--- src/rtl/concat_if_pkg.sv ---
// concat_if_pkg
// Shared types for the concat/if-else byte serializer.
//   state_t      : serializer FSM states
//   result_t     : one buffered upstream result (16-bit concat word + selected byte)
//   WORD_BYTES   : bytes emitted per result
//   result_byte(): byte of a result by index, most significant concat byte first
package concat_if_pkg;

  typedef enum logic [1:0] {
    IDLE = 2'd0,
    B0   = 2'd1,
    B1   = 2'd2,
    B2   = 2'd3
  } state_t;

  typedef struct packed {
    logic [15:0] concat;
    logic [7:0]  if_else;
  } result_t;

  localparam int WORD_BYTES = 3;

  function automatic logic [7:0] result_byte(input result_t r, input logic [1:0] idx);
    case (idx)
      2'd0:    return r.concat[15:8];
      2'd1:    return r.concat[7:0];
      default: return r.if_else;
    endcase
  endfunction

endpackage

--- src/rtl/concat_if_fifo.sv ---
// concat_if_fifo
// Synchronous FIFO of result_t entries.
//   clk, rst       : clock, asynchronous active-high reset
//   i_push, i_data : write request and data (ignored when full)
//   i_pop          : read request (ignored when empty)
//   o_head         : entry at the head, valid when !o_empty
//   o_level        : occupancy 0..DEPTH
//   o_full, o_empty: occupancy flags
module concat_if_fifo
  import concat_if_pkg::*;
#(
  parameter int DEPTH = 2
) (
  input  logic                     clk,
  input  logic                     rst,
  input  logic                     i_push,
  input  result_t                  i_data,
  input  logic                     i_pop,
  output result_t                  o_head,
  output logic [$clog2(DEPTH):0]   o_level,
  output logic                     o_full,
  output logic                     o_empty
);

  localparam int AW = $clog2(DEPTH);

  result_t          r_mem [DEPTH];
  logic [AW-1:0]    r_wr_ptr;
  logic [AW-1:0]    r_rd_ptr;
  logic [AW:0]      r_level;
  logic             w_push;
  logic             w_pop;

  assign o_full  = (r_level == (AW+1)'(DEPTH));
  assign o_empty = (r_level == '0);
  assign o_level = r_level;
  assign o_head  = r_mem[r_rd_ptr];

  assign w_push = i_push && !o_full;
  assign w_pop  = i_pop && !o_empty;

  // Storage needs no reset: entries are only read after being written.
  always_ff @(posedge clk) begin
    if (w_push) r_mem[r_wr_ptr] <= i_data;
  end

  // DEPTH is a power of two, so the pointers wrap on their own.
  always_ff @(posedge clk or posedge rst) begin
    if (rst) begin
      r_wr_ptr <= '0;
      r_rd_ptr <= '0;
      r_level  <= '0;
    end else begin
      if (w_push) r_wr_ptr <= r_wr_ptr + 1'b1;
      if (w_pop)  r_rd_ptr <= r_rd_ptr + 1'b1;
      case ({w_push, w_pop})
        2'b10:   r_level <= r_level + 1'b1;
        2'b01:   r_level <= r_level - 1'b1;
        default: r_level <= r_level;
      endcase
    end
  end

endmodule

--- src/rtl/concat_if_byte_serializer.sv ---
// concat_if_byte_serializer
// Buffers 24-bit results in a FIFO and streams each as three bytes
// (concat[15:8], concat[7:0], if_else) with a last-byte marker.
//   clk, rst                     : clock, asynchronous active-high reset
//   in_valid/in_ready            : upstream handshake; in_ready = FIFO not full
//   in_concat, in_if_else        : result fields
//   out_valid/out_ready          : downstream byte handshake
//   out_byte, out_last           : serialized byte, high on third byte
//   out_level                    : FIFO occupancy
//   out_sent                     : wrapping count of fully delivered results
//
// state | meaning
// IDLE  | nothing on the output; pop head when FIFO non-empty
// B0    | presenting concat[15:8]
// B1    | presenting concat[7:0]
// B2    | presenting if_else with out_last; on accept, chain next result or go idle
module concat_if_byte_serializer
  import concat_if_pkg::*;
#(
  parameter int DEPTH = 2,
  parameter int CNT_W = 16
) (
  input  logic                     clk,
  input  logic                     rst,
  input  logic                     in_valid,
  output logic                     in_ready,
  input  logic [15:0]              in_concat,
  input  logic [7:0]               in_if_else,
  output logic                     out_valid,
  input  logic                     out_ready,
  output logic [7:0]               out_byte,
  output logic                     out_last,
  output logic [$clog2(DEPTH):0]   out_level,
  output logic [CNT_W-1:0]         out_sent
);

  localparam logic [1:0] LAST_IDX = 2'(WORD_BYTES - 1);

  state_t             r_state;
  result_t            r_hold;
  logic               r_out_valid;
  logic               r_out_last;
  logic [7:0]         r_out_byte;
  logic [CNT_W-1:0]   r_sent;

  result_t            w_head;
  result_t            w_in_data;
  logic               w_full;
  logic               w_empty;
  logic               w_push;
  logic               w_pop;
  logic               w_hs;

  assign w_in_data = '{concat: in_concat, if_else: in_if_else};
  assign in_ready  = !w_full;
  assign w_push    = in_valid && in_ready;
  assign w_hs      = r_out_valid && out_ready;

  // Pop either from idle or at the end of a result, so results chain without a bubble.
  assign w_pop = !w_empty && ((r_state == IDLE) || ((r_state == B2) && w_hs));

  concat_if_fifo #(.DEPTH(DEPTH)) u_fifo (
    .clk     (clk),
    .rst     (rst),
    .i_push  (w_push),
    .i_data  (w_in_data),
    .i_pop   (w_pop),
    .o_head  (w_head),
    .o_level (out_level),
    .o_full  (w_full),
    .o_empty (w_empty)
  );

  always_ff @(posedge clk or posedge rst) begin
    if (rst) begin
      r_state     <= IDLE;
      r_hold      <= '0;
      r_out_valid <= 1'b0;
      r_out_last  <= 1'b0;
      r_out_byte  <= 8'h00;
      r_sent      <= '0;
    end else begin
      case (r_state)
        IDLE: begin
          if (w_pop) begin
            r_hold      <= w_head;
            r_state     <= B0;
            r_out_valid <= 1'b1;
            r_out_last  <= 1'b0;
            r_out_byte  <= result_byte(w_head, 2'd0);
          end
        end
        B0: begin
          if (w_hs) begin
            r_state    <= B1;
            r_out_byte <= result_byte(r_hold, 2'd1);
          end
        end
        B1: begin
          if (w_hs) begin
            r_state    <= B2;
            r_out_byte <= result_byte(r_hold, LAST_IDX);
            r_out_last <= 1'b1;
          end
        end
        B2: begin
          if (w_hs) begin
            r_sent <= r_sent + 1'b1;
            if (w_pop) begin
              r_hold      <= w_head;
              r_state     <= B0;
              r_out_last  <= 1'b0;
              r_out_byte  <= result_byte(w_head, 2'd0);
            end else begin
              r_state     <= IDLE;
              r_out_valid <= 1'b0;
              r_out_last  <= 1'b0;
              r_out_byte  <= 8'h00;
            end
          end
        end
        default: r_state <= IDLE;
      endcase
    end
  end

  assign out_valid = r_out_valid;
  assign out_last  = r_out_last;
  assign out_byte  = r_out_byte;
  assign out_sent  = r_sent;

endmodule

--- config.mk ---
export PLATFORM = sky130hd
export DESIGN_NAME = concat_if_byte_serializer
export DESIGN_NICKNAME = d
export VERILOG_FILES = /design/src/rtl/concat_if_pkg.sv /design/src/rtl/concat_if_fifo.sv /design/src/rtl/concat_if_byte_serializer.sv
export SDC_FILE = /design/constraint.sdc
export NUM_CORES = 1
export LEC_CHECK = 0
export CORE_ASPECT_RATIO = 0.9
export CORE_MARGIN = 4
export CORE_UTILIZATION = 54
export DETAILED_ROUTE_END_ITERATION = 10
export GPL_TIMING_DRIVEN = 0
export PLACE_DENSITY = 0.82
export SLEW_MARGIN = 5
export SYNTH_ARGS = -nofsm -noshare
export SYNTH_HDL_FRONTEND = slang
export SYNTH_SLANG_ARGS = --single-unit
--- constraint.sdc ---
create_clock -name clk -period 2.75 [get_ports clk]
set_clock_uncertainty 0.2 [all_clocks]
set_input_delay 0.55 -clock clk [delete_from_list [all_inputs] [get_ports clk]]
set_output_delay 0.55 -clock clk [all_outputs]
set_load 0.005 [all_outputs]
==> results of run 1 <==
[cell usage after synthesis (2+ instances only)]
| master | count | area, sq um |
|---|---|---|
| xor2_1 | 5 | 43.8 |
| or2_2 | 2 | 12.5 |
| ha_1 | 8 | 100 |
| nand2_1 | 26 | 97.6 |
| nand2b_1 | 3 | 18.8 |
| mux2i_1 | 24 | 240 |
| o21ai_0 | 3 | 15.0 |
| a22o_1 | 8 | 70.1 |
| xnor2_1 | 15 | 131 |
| nand4_1 | 5 | 31.3 |
| buf_2 | 7 | 35.0 |
| a21oi_1 | 22 | 110 |
| o21a_1 | 2 | 15.0 |
| edfxtp_1 | 48 | 1440 |
| nor3_1 | 2 | 10.0 |
| and3_1 | 3 | 18.8 |
| nor2_1 | 26 | 97.6 |
| nand3_1 | 3 | 15.0 |
| inv_1 | 5 | 18.8 |
| dfrtp_1 | 48 | 1200 |
| o221ai_1 | 8 | 70.1 |
[report_power, final]
group / internal [mW] / switching [mW] / leakage (nW)
sequential: 1.97 / 0.246 / 1.02
clock: 0.450 / 0.539 / 0.112
combinational: 0.905 / 1.06 / 0.824
[routing by layer]
layer,routed length [um],global-route usage
met5,0,0
met4,167,0.0792
met3,390,0.0413
met2,3840,0.320
met1,3130,0.224
[cell families after synthesis]
| group | after synthesis |
|---|---|
| mux | 25 |
| simple gates | 75 |
| compound gates | 47 |
| xor+xnor | 20 |
| flops | 96 |
| fa+ha+maj | 8 |
| buf+inv | 16 |
[worst max path at each step]
stage / start / to / cells past startpoint
final: u_fifo.o_level[0]$_DFFE_PP0P_ / in_ready / 2
after global routing: u_fifo.o_level[0]$_DFFE_PP0P_ / in_ready / 2
after CTS: u_fifo.o_level[0]$_DFFE_PP0P_ / in_ready / 2
after detailed placement: in_valid / u_fifo.r_mem[1][12]$_DFFE_PP_ / 2
after global placement: in_valid / u_fifo.r_mem[0][18]$_DFFE_PP_ / 3
after floorplan: u_fifo.o_level[0]$_DFFE_PP0P_ / u_fifo.r_mem[0][0]$_DFFE_PP_ / 3
[cell type report]
cell class                      count  area, sq um  share of cell area
Buffer                             10         57.6              0.0118
Clock buffer                        9          124              0.0254
Clock inverter                      7         97.6              0.0200
Inverter                            6         22.5             0.00462
Multi-Input combinational cell    175         1220               0.250
Sequential cell                    96         2640               0.542
Tap cell                           93          116              0.0239
Timing Repair Buffer               58          596               0.122
[flip-flops by register name, indices dropped and copies added, names as in the netlist]
signal           count
r_hold              16
out_last             1
out_byte             8
u_fifo.r_mem        48
r_state              2
out_valid            1
u_fifo.r_wr_ptr      1
out_sent            16
u_fifo.r_rd_ptr      1
u_fifo.o_level       2
[worst reg2reg max path: stages, from the launching register on]
cell and delay (ns):
dfrtp_1 0.49, nand2b_1 0.20, and3_1 0.97
[through the flow]
stage | setup TNS (ns) | setup slack (ns)
2_1_floorplan | 0 | 0.409
3_3_place_gp | -18.00 | -0.633
3_5_place_dp | 0 | 0.148
4_1_cts | 0 | 0.405
5_1_grt | 0 | 0.335
6_report | 0 | 0.426
==> flow_metrics.env, run 1 <==
export IMPL_status="completed"
export IMPL_port_buffers=56
export IMPL_holdWs_ns=0.281
export IMPL_synth_fp_nets=323
export IMPL_fillers=497
export IMPL_worstRegToRegCells=2
export IMPL_grtUsageTotal=0.184
export IMPL_nets=392
export IMPL_required_ns=2.00
export IMPL_setup_viol=0
export IMPL_synth_top_family_by_area="simple AND/OR/NAND/NOR gates"
export IMPL_worstPathMaxFanout=6
export IMPL_synth_xor_area_share=0.0445
export IMPL_clock_root_buffer="clkbuf_8"
export IMPL_fp_dieW_um=98.0
export IMPL_mostFrequentLayoutCells="clkdlybuf4s50_1, dfrtp_1, edfxtp_1, nand2_1, nor2_1"
export IMPL_ys_seq_elements=96
export IMPL_totalPowerFinal_mw=5.17
export IMPL_start_kind="flop"
export IMPL_cp_top_family="buffers and inverters"
export IMPL_synth_mux_area_frac=0.0639
export IMPL_netlist_area_sq_um=3940
export IMPL_mostFrequentLayoutCell="clkdlybuf4s50_1"
export IMPL_viasPerCell=5.47
export IMPL_fin_cells=454
export IMPL_cts_repair_resized=0
export IMPL_hpwl_mm=5.18
export IMPL_grt_overflow=0
export IMPL_place_area_sq_um=4650
export IMPL_utilization=0.689
export IMPL_cts_sinks=96
export IMPL_placed_cells=438
export IMPL_crit_chain="nand2b_1 -> clkdlybuf4s50_1"
export IMPL_drc=0
export IMPL_grt_pass1_wl_mm=12.3
export IMPL_power_density_nw_per_um2=1060
export IMPL_clk_latency_ns=0.37
export IMPL_area_delta_synth_final_pct=23.8
export IMPL_synth_seq_area_share=0.671
export IMPL_r2r_start="u_fifo.o_level[0]$_DFFE_PP0P_"
export IMPL_post_cts_buffers=0
export IMPL_synthCells=287
export IMPL_grt_max_degree=28
export IMPL_vias=2485
export IMPL_grt_pass1_vias=2563
export IMPL_crit_path_max_incr_delay_ns=0.52
export IMPL_cts_max_level=3
export IMPL_antenna_cells=0
export IMPL_whs_endpoint="out_sent[15]$_DFFE_PP0P_"
export IMPL_drv_slew=0
export IMPL_fp_dieArea_sq_um=8730
export IMPL_finalWeightedCongestion=0.758
export IMPL_tightest_slew_ns=1.20
export IMPL_r2r_end="u_fifo.r_mem[1][21]$_DFFE_PP_"
export IMPL_drive_above_1_share=0.102
export IMPL_wl_mm=7.53
export IMPL_power_leakage_nw=1.96
export IMPL_path_clk_slew_ns=0.11
export IMPL_critical_path_buf_inv_count=1
export IMPL_drt_pass1_iter_count=4
export IMPL_critPathKind="reg -> out"
export IMPL_postRouteAntennaNets=0
export IMPL_design_area_sq_um=4870
export IMPL_period_needed_ns=2.32
export IMPL_cts_tree="done"
export IMPL_holdBufCountCts=0
export IMPL_peakVddDrop_mv=0.578
export IMPL_antenna_found_initial=0
export IMPL_core_area_sq_um=7080
export IMPL_synth_main_ff_cell="edfxtp_1"
export IMPL_yosys_area_share_simple=0.0918
export IMPL_ys_types=35
export IMPL_maxCapViolations=0
export IMPL_fmax_mhz=430
export IMPL_start_util=0.557
export IMPL_crit_path_end_kind="output port"
export IMPL_synthArstFlopShare=0.500
export IMPL_io_pins=57
export IMPL_rsz0062_at_grt="false"
export IMPL_crit_arrival_ns=1.57
export IMPL_drtIter0Drc=159
export IMPL_synth_fa_ha_area_frac=0.0254
export IMPL_fin_crit_sh=0.845
export IMPL_syn_area_per_cell_sq_um=13.7
export IMPL_die_h_um=89.0
export IMPL_cts_buffers_inserted=9
export IMPL_hold_violations=0
export IMPL_relSlewSlack=0.200
export IMPL_synth_compound_area_share=0.0832
export IMPL_num_rows=29
export IMPL_synth_warnings=0
export IMPL_hp_start="out_sent[15]$_DFFE_PP0P_"
export IMPL_post_drt_wl_per_cell_um=16.6
export IMPL_synth_edf_count=48
export IMPL_clock_path_buffers=2
export IMPL_hp_class="reg -> reg"
export IMPL_slowest_stage="clkdlybuf4s50_1"
export IMPL_min_path_cells=1
export IMPL_regToRegSetupSlack_ns=0.50
No activity file was read; power rests on OpenSTA's default activity.
==> inputs of run 2 (changes only) <==
- CORE_UTILIZATION: 54 -> 49
- PLACE_DENSITY: 0.82 -> 0.79
- clock period: 2.75 -> 1.9 ns (I/O delays scaled with it)
==> run 2 against run 1 <==
The run now ends with negative setup slack left. Cell area rose by 9.4%. Combinational power rose by 110%. Wire length rose by 15%. Critical path depth rose by 5. Final cell count rose by 7.3%. Power rose by 66%. Global-route usage fell by 1.3 points.
==> flow_metrics.env, run 2 (synthesized netlist as in run 1, its figures left out) <==
export IMPL_status="finished with violations"
export IMPL_violations="negative setup slack"
export IMPL_drive_above_1_share=0.251
export IMPL_rsz0062_at_grt="true"
export IMPL_clock_root_buffer="clkbuf_8"
export IMPL_finalWeightedCongestion=0.801
export IMPL_fillers=515
export IMPL_post_drt_wl_per_cell_um=17.7
export IMPL_hold_violations=0
export IMPL_r2r_end="out_byte[7]$_DFFE_PP0P_"
export IMPL_port_buffers=56
export IMPL_largest_register_ff_count=48
export IMPL_grt_overflow=0
export IMPL_crit_path_max_incr_delay_ns=0.46
export IMPL_fp_dieW_um=103
export IMPL_num_rows=30
export IMPL_postRouteAntennaNets=0
export IMPL_worst_slack_ns=-0.0505
export IMPL_area_delta_synth_final_pct=35.4
export IMPL_crit_path_end_kind="flop"
export IMPL_cts_tree="done"
export IMPL_slowest_stage="dfrtp_2"
export IMPL_grt_max_degree=28
export IMPL_totalPowerFinal_mw=8.59
export IMPL_fmax_mhz=513
export IMPL_wl_mm=8.64
export IMPL_fp_dieArea_sq_um=9540
export IMPL_design_area_sq_um=5330
export IMPL_worstRegToRegCells=7
export IMPL_viasPerCell=5.48
export IMPL_clock_path_buffers=2
export IMPL_place_area_sq_um=4660
export IMPL_crit_chain="inv_2 -> ha_4 -> clkinv_2 -> o21ai_2 -> o221ai_4 -> buf_12 -> o221ai_2"
export IMPL_die_h_um=93.1
export IMPL_drv_slew=0
export IMPL_cp_top_family="compound AO/OA/AOI/OAI gates"
export IMPL_regToRegSetupSlack_ns=-0.05
export IMPL_regMostFlops="u_fifo.r_mem"
export IMPL_grt_pass1_vias=2565
export IMPL_start_kind="flop"
export IMPL_peakVddDrop_mv=0.711
export IMPL_power_leakage_nw=2.15
export IMPL_clk_latency_ns=0.36
export IMPL_io_pins=57
export IMPL_drt_pass1_iter_count=4
export IMPL_drc=0
export IMPL_cts_sinks=96
export IMPL_cts_buffers_inserted=9
export IMPL_fin_tns_setup_ns=-0.198
export IMPL_start_util=0.512
export IMPL_holdWs_ns=0.154
export IMPL_power_density_nw_per_um2=1610
export IMPL_fin_crit_sh=1.03
export IMPL_mostFrequentLayoutCell="clkdlybuf4s50_1"
export IMPL_core_area_sq_um=7690
export IMPL_maxCapViolations=0
export IMPL_worstPathMaxFanout=9
export IMPL_crit_arrival_ns=2.03
export IMPL_antenna_found_initial=0
export IMPL_relSlewSlack=0.597
export IMPL_vias=2670
export IMPL_nets=422
export IMPL_holdBufCountCts=0
export IMPL_antenna_cells=0
export IMPL_r2r_start="r_state[1]$_DFFE_PP0P_"
export IMPL_critPathKind="reg -> reg"
export IMPL_cts_max_level=3
export IMPL_tightest_slew_ns=0.604
export IMPL_critical_path_buf_inv_count=3
export IMPL_grt_pass1_wl_mm=12.4
export IMPL_setup_viol=9
export IMPL_hp_class="in -> async"
export IMPL_period_needed_ns=1.95
export IMPL_drtIter0Drc=122
export IMPL_hpwl_mm=5.07
export IMPL_grtUsageTotal=0.170
export IMPL_path_clk_slew_ns=0.10
export IMPL_pre_cts_ws_ns=-0.538
export IMPL_required_ns=1.98
export IMPL_mostFrequentLayoutCells="clkdlybuf4s50_1, edfxtp_1, dfrtp_1, buf_4, nand2_1"
[run 2: cell types whose count changed in the layout (fill, tap and decap cells not counted), moves of 4 or more]
cell | previous run | this run
buf_2 | 7 | 3
ha_1 | 8 | 2
buf_4 | 1 | 28
clkdlybuf4s50_1 | 56 | 51
o221ai_1 | 8 | 0
buf_6 | 1 | 8
dfrtp_2 | 0 | 5
ha_4 | 0 | 5
nor2_1 | 25 | 21
o221ai_2 | 1 | 8
dfrtp_1 | 48 | 43
[run 2: cell type report]
cell class              instances  area (sq um)  share of cell area
flip-flops and latches         96          2650               0.497
multi-input cells             176          1420               0.266
repair buffers                 89           850               0.159
clock buffers                  10           128              0.0239
well taps                      96           120              0.0225
clock inverters                 6          75.1              0.0141
plain buffers                   8          67.6              0.0127
inverters                       6          26.3             0.00493
[run 2: worst max path at each step]
stage / end / slack, ns / start / cells after the start
2_1_floorplan: u_fifo.o_level[1]$_DFFE_PP0P_ / 0.04 / r_state[0]$_DFFE_PP0P_ / 7
3_3_place_gp: r_hold[11]$_DFFE_PP0P_ / -0.73 / rst / 2
3_5_place_dp: u_fifo.r_mem[1][14]$_DFFE_PP_ / -0.54 / in_valid / 2
4_1_cts: u_fifo.o_level[1]$_DFFE_PP0P_ / -0.09 / r_state[1]$_DFFE_PP0P_ / 7
5_1_grt: u_fifo.o_level[1]$_DFFE_PP0P_ / -0.10 / r_state[0]$_DFFE_PP0P_ / 8
6_report: out_byte[7]$_DFFE_PP0P_ / -0.05 / r_state[1]$_DFFE_PP0P_ / 7
[run 2: repair_timing]
item,CTS,global route
setup endpoints to repair,86,61
pin swaps,5,13
gates resized for setup,26,31
buffers inserted,18,14
gates cloned,0,1
[run 2: report_power, final]
part	switching, mW	internal (mW)	total [mW]	leakage, nW
Combinational	2.06	1.96	4.02	1.03
Clock	0.741	0.635	1.38	0.105
Sequential	0.325	2.86	3.19	1.01
Total	3.13	5.46	8.59	2.15
[run 2: metrics by stage]
step,cells,utilization
after global placement,439,0.602
after CTS,473,0.659
after global routing,487,0.693
final,487,0.693
after floorplan,287,-
after detailed placement,440,0.605
[run 2: layer usage]
layer / vias to the layer above / part of all wire / GRT usage
met2: 76 / 0.53 / 0.281
li1: 1243 / - / -
met5: - / 0 / 0
met1: 1331 / 0.40 / 0.215
met3: 20 / 0.058 / 0.0477
met4: 0 / 0.020 / 0.0590
[run 2: worst register-to-register path: cells and delay by family (launching register included)]
family	cells	cell delay [ns]
AOI/OAI and AO/OA	3	0.53
DFF	1	0.46
buffers and inverters	3	0.48
adders and majority gates	1	0.20
==> inputs of run 3 (changes only) <==
- SYNTH_HIERARCHICAL: unset -> 1
==> run 3 against run 2 <==
Synthesized cell count is 3.8% lower. Non-clock buffer count is 1 higher. Fmax is 2.1% lower. Sequential share of layout area is 1.8 points lower. The flow still finishes with violations (negative setup slack). Synthesized area is 3.7% higher. Cell area is 3.7% higher. Wire length is 4.9% lower. Register-to-register slack worse by 0.04 ns. Clock-buffer cell count is 1 higher. Critical path depth is 1 lower. Flip-flop and latch count stayed put. Critical endpoint is now r_state[1]$_DFFE_PP0P_.
==> flow_metrics.env, run 3 <==
export IMPL_num_rows=31
export IMPL_cts_buffers_inserted=9
export IMPL_vias=2542
export IMPL_synth_xor_area_share=0.0429
export IMPL_period_needed_ns=1.99
export IMPL_grtUsageTotal=0.164
export IMPL_area_delta_synth_final_pct=35.3
export IMPL_hp_class="in -> async"
export IMPL_synth_main_ff_cell="edfxtp_1"
export IMPL_wl_mm=8.21
export IMPL_synth_seq_area_share=0.647
export IMPL_largest_register_ff_count=48
export IMPL_ys_types=36
export IMPL_viasPerCell=5.30
export IMPL_antenna_cells=0
export IMPL_die_h_um=94.6
export IMPL_yosys_area_share_simple=0.0649
export IMPL_worst_slack_ns=-0.0925
export IMPL_regToRegSetupSlack_ns=-0.09
export IMPL_clock_root_buffer="clkbuf_8"
export IMPL_fp_dieArea_sq_um=9870
export IMPL_fin_crit_sh=1.05
export IMPL_holdBufCountCts=0
export IMPL_fmax_mhz=502
export IMPL_grt_max_degree=41
export IMPL_clk_latency_ns=0.36
export IMPL_setup_viol=26
export IMPL_power_clock_fraction=0.148
export IMPL_cts_sinks=96
export IMPL_synth_mux_area_frac=0.134
export IMPL_maxCapViolations=0
export IMPL_cts_max_level=3
export IMPL_postRouteAntennaNets=0
export IMPL_p_seq_frac=0.372
export IMPL_antenna_found_initial=0
export IMPL_startpoint="r_state[1]$_DFFE_PP0P_"
export IMPL_crit_path_end_kind="flop"
export IMPL_tightest_slew_ns=0.426
export IMPL_post_drt_wl_per_cell_um=17.1
export IMPL_regMostFlops="u_fifo/r_mem"
export IMPL_synth_edf_count=48
export IMPL_core_area_sq_um=8070
export IMPL_drt_pass1_iter_count=4
export IMPL_synth_top_area_frac=0.353
export IMPL_fp_dieW_um=104
export IMPL_synthArstFlopShare=0.500
export IMPL_synth_warnings=6
export IMPL_fillers=556
export IMPL_crit_chain="inv_2 -> ha_4 -> or3_1 -> a22o_1 -> buf_6 -> mux2_4"
export IMPL_syn_area_per_cell_sq_um=14.8
export IMPL_holdWs_ns=0.0457
export IMPL_synthTopCellsByArea="edfxtp_1, dfrtp_1, mux2_4"
export IMPL_finalWeightedCongestion=0.804
export IMPL_grt_pass1_wl_mm=12.4
export IMPL_r2r_start="r_state[1]$_DFFE_PP0P_"
export IMPL_yosysTopAreaCell="edfxtp_1"
export IMPL_r2r_end="r_state[1]$_DFFE_PP0P_"
export IMPL_synth_fp_nets=311
export IMPL_fin_cells=480
export IMPL_grt_overflow=0
export IMPL_peakVddDrop_mv=0.803
export IMPL_pre_cts_ws_ns=-0.453
export IMPL_synth_fa_ha_area_frac=0.0214
export IMPL_nets=411
export IMPL_drc=0
export IMPL_drtIter0Drc=81
export IMPL_power_density_nw_per_um2=1590
export IMPL_power_leakage_nw=2.31
export IMPL_violations="negative setup slack"
export IMPL_hpwl_mm=5.11
export IMPL_hold_violations=0
export IMPL_worstPathMaxFanout=6
export IMPL_netlist_area_sq_um=4090
export IMPL_mostFrequentLayoutCell="clkdlybuf4s50_1"
export IMPL_clock_path_buffers=2
export IMPL_port_buffers=56
export IMPL_yosys_top_cells_count="dfrtp_1, edfxtp_1, mux2_2"
export IMPL_relSlewSlack=0.716
export IMPL_grt_pass1_vias=2552
export IMPL_placed_cells=432
export IMPL_crit_path_max_incr_delay_ns=0.44
export IMPL_p_sw_mw=2.88
export IMPL_drive_above_1_share=0.357
export IMPL_place_area_sq_um=4810
export IMPL_critical_path_buf_inv_count=2
export IMPL_setup_worst_path_end="r_state[1]$_DFFE_PP0P_"
export IMPL_synth_top_family_by_area="multiplexers"
export IMPL_cp_top_family="flip-flops"
export IMPL_required_ns=1.94
export IMPL_critPathKind="reg -> reg"
export IMPL_swShare=0.328
export IMPL_utilization=0.685
export IMPL_path_clk_slew_ns=0.09
export IMPL_status="finished with violations"
export IMPL_drv_slew=0
export IMPL_synth_compound_area_share=0.0551
export IMPL_start_kind="flop"
export IMPL_rsz0062_at_grt="true"
export IMPL_intPower_mw=5.90
export IMPL_crit_arrival_ns=2.04
export IMPL_power_share_combinational=0.479
export IMPL_start_util=0.507
export IMPL_slowest_stage="dfrtp_2"
export IMPL_cts_tree="done"
export IMPL_ys_seq_elements=96
export IMPL_crit_cells=6
export IMPL_io_pins=57
export IMPL_synthCells=276
export IMPL_worstRegToRegCells=6
export IMPL_design_area_sq_um=5530
export IMPL_mostFrequentLayoutCells="clkdlybuf4s50_1, edfxtp_1, dfrtp_1, mux2_4, buf_4"
run 3: logic make-up (layout without fill, tap and decap cells):
logic type	count (synthesis)	after routing
xor gates and xnor gates	20	20
muxes	42	42
and+or+nand+nor	55	56
buffers and inverters	20	124
DFF	96	96
AOI/OAI and AO/OA	36	36
adders and majority gates	7	7
run 3: worst min path at each step:
stage	slack (ns)	cells past startpoint	to
after floorplan	-0.05	1	u_fifo/o_level[0]$_DFFE_PP0P_
after global placement	0.26	1	out_sent[15]$_DFFE_PP0P_
after detailed placement	0.26	1	out_sent[15]$_DFFE_PP0P_
after CTS	0.04	2	out_sent[4]$_DFFE_PP0P_
after global routing	0.03	2	out_sent[4]$_DFFE_PP0P_
final	0.05	2	out_sent[4]$_DFFE_PP0P_
run 3: power groups by stage:
| stage | Clock (mW) | Sequential [mW] | Combinational [mW] |
|---|---|---|---|
| 2_1_floorplan | 0 | 3.19 | 2.27 |
| 3_3_place_gp | 0 | 3.25 | 3.02 |
| 3_5_place_dp | 0 | 3.28 | 3.16 |
| 4_1_cts | 1.33 | 3.25 | 3.65 |
| 5_1_grt | 1.41 | 3.32 | 4.49 |
| 6_report | 1.30 | 3.27 | 4.21 |
run 3: what timing repair did:
item	in CTS	in global routing
endpoints found under the setup margin	96	55
buffers inserted	15	17
gates cloned	2	1
gates resized for setup	33	34
pin swaps	9	8
run 3: area by class of cell:
class | instances | area, sq um | area share
sequential | 96 | 2650 | 0.479
multi-input combinational | 161 | 1530 | 0.277
buffer | 7 | 93.8 | 0.0170
clock inverter | 5 | 60.1 | 0.0109
tap | 99 | 124 | 0.0224
timing repair buffer | 91 | 898 | 0.162
inverter | 10 | 40.0 | 0.00724
clock buffer | 11 | 131 | 0.0238
run 3: metal layers:
metal	share of wire	track usage	vias up
met2	0.53	0.298	59
met1	0.41	0.187	1271
li1	-	-	1199
met4	0.013	0.0476	0
met3	0.043	0.0526	13
met5	0	0	-
run 3: stage by stage:
| step | setup TNS [ns] | total power [mW] |
|---|---|---|
| global route | -2.21 | 9.23 |
| floorplan | -0.809 | 5.45 |
| global placement | -56.27 | 6.27 |
| detailed placement | -30.10 | 6.44 |
| finish | -0.760 | 8.78 |
| CTS | -1.29 | 8.22 |
run 3: worst register-to-register path, cell delays in order (launching register included):
cell and delay, ns:
dfrtp_2 0.44, inv_2 0.10, ha_4 0.16, or3_1 0.35, a22o_1 0.20, buf_6 0.14, mux2_4 0.29
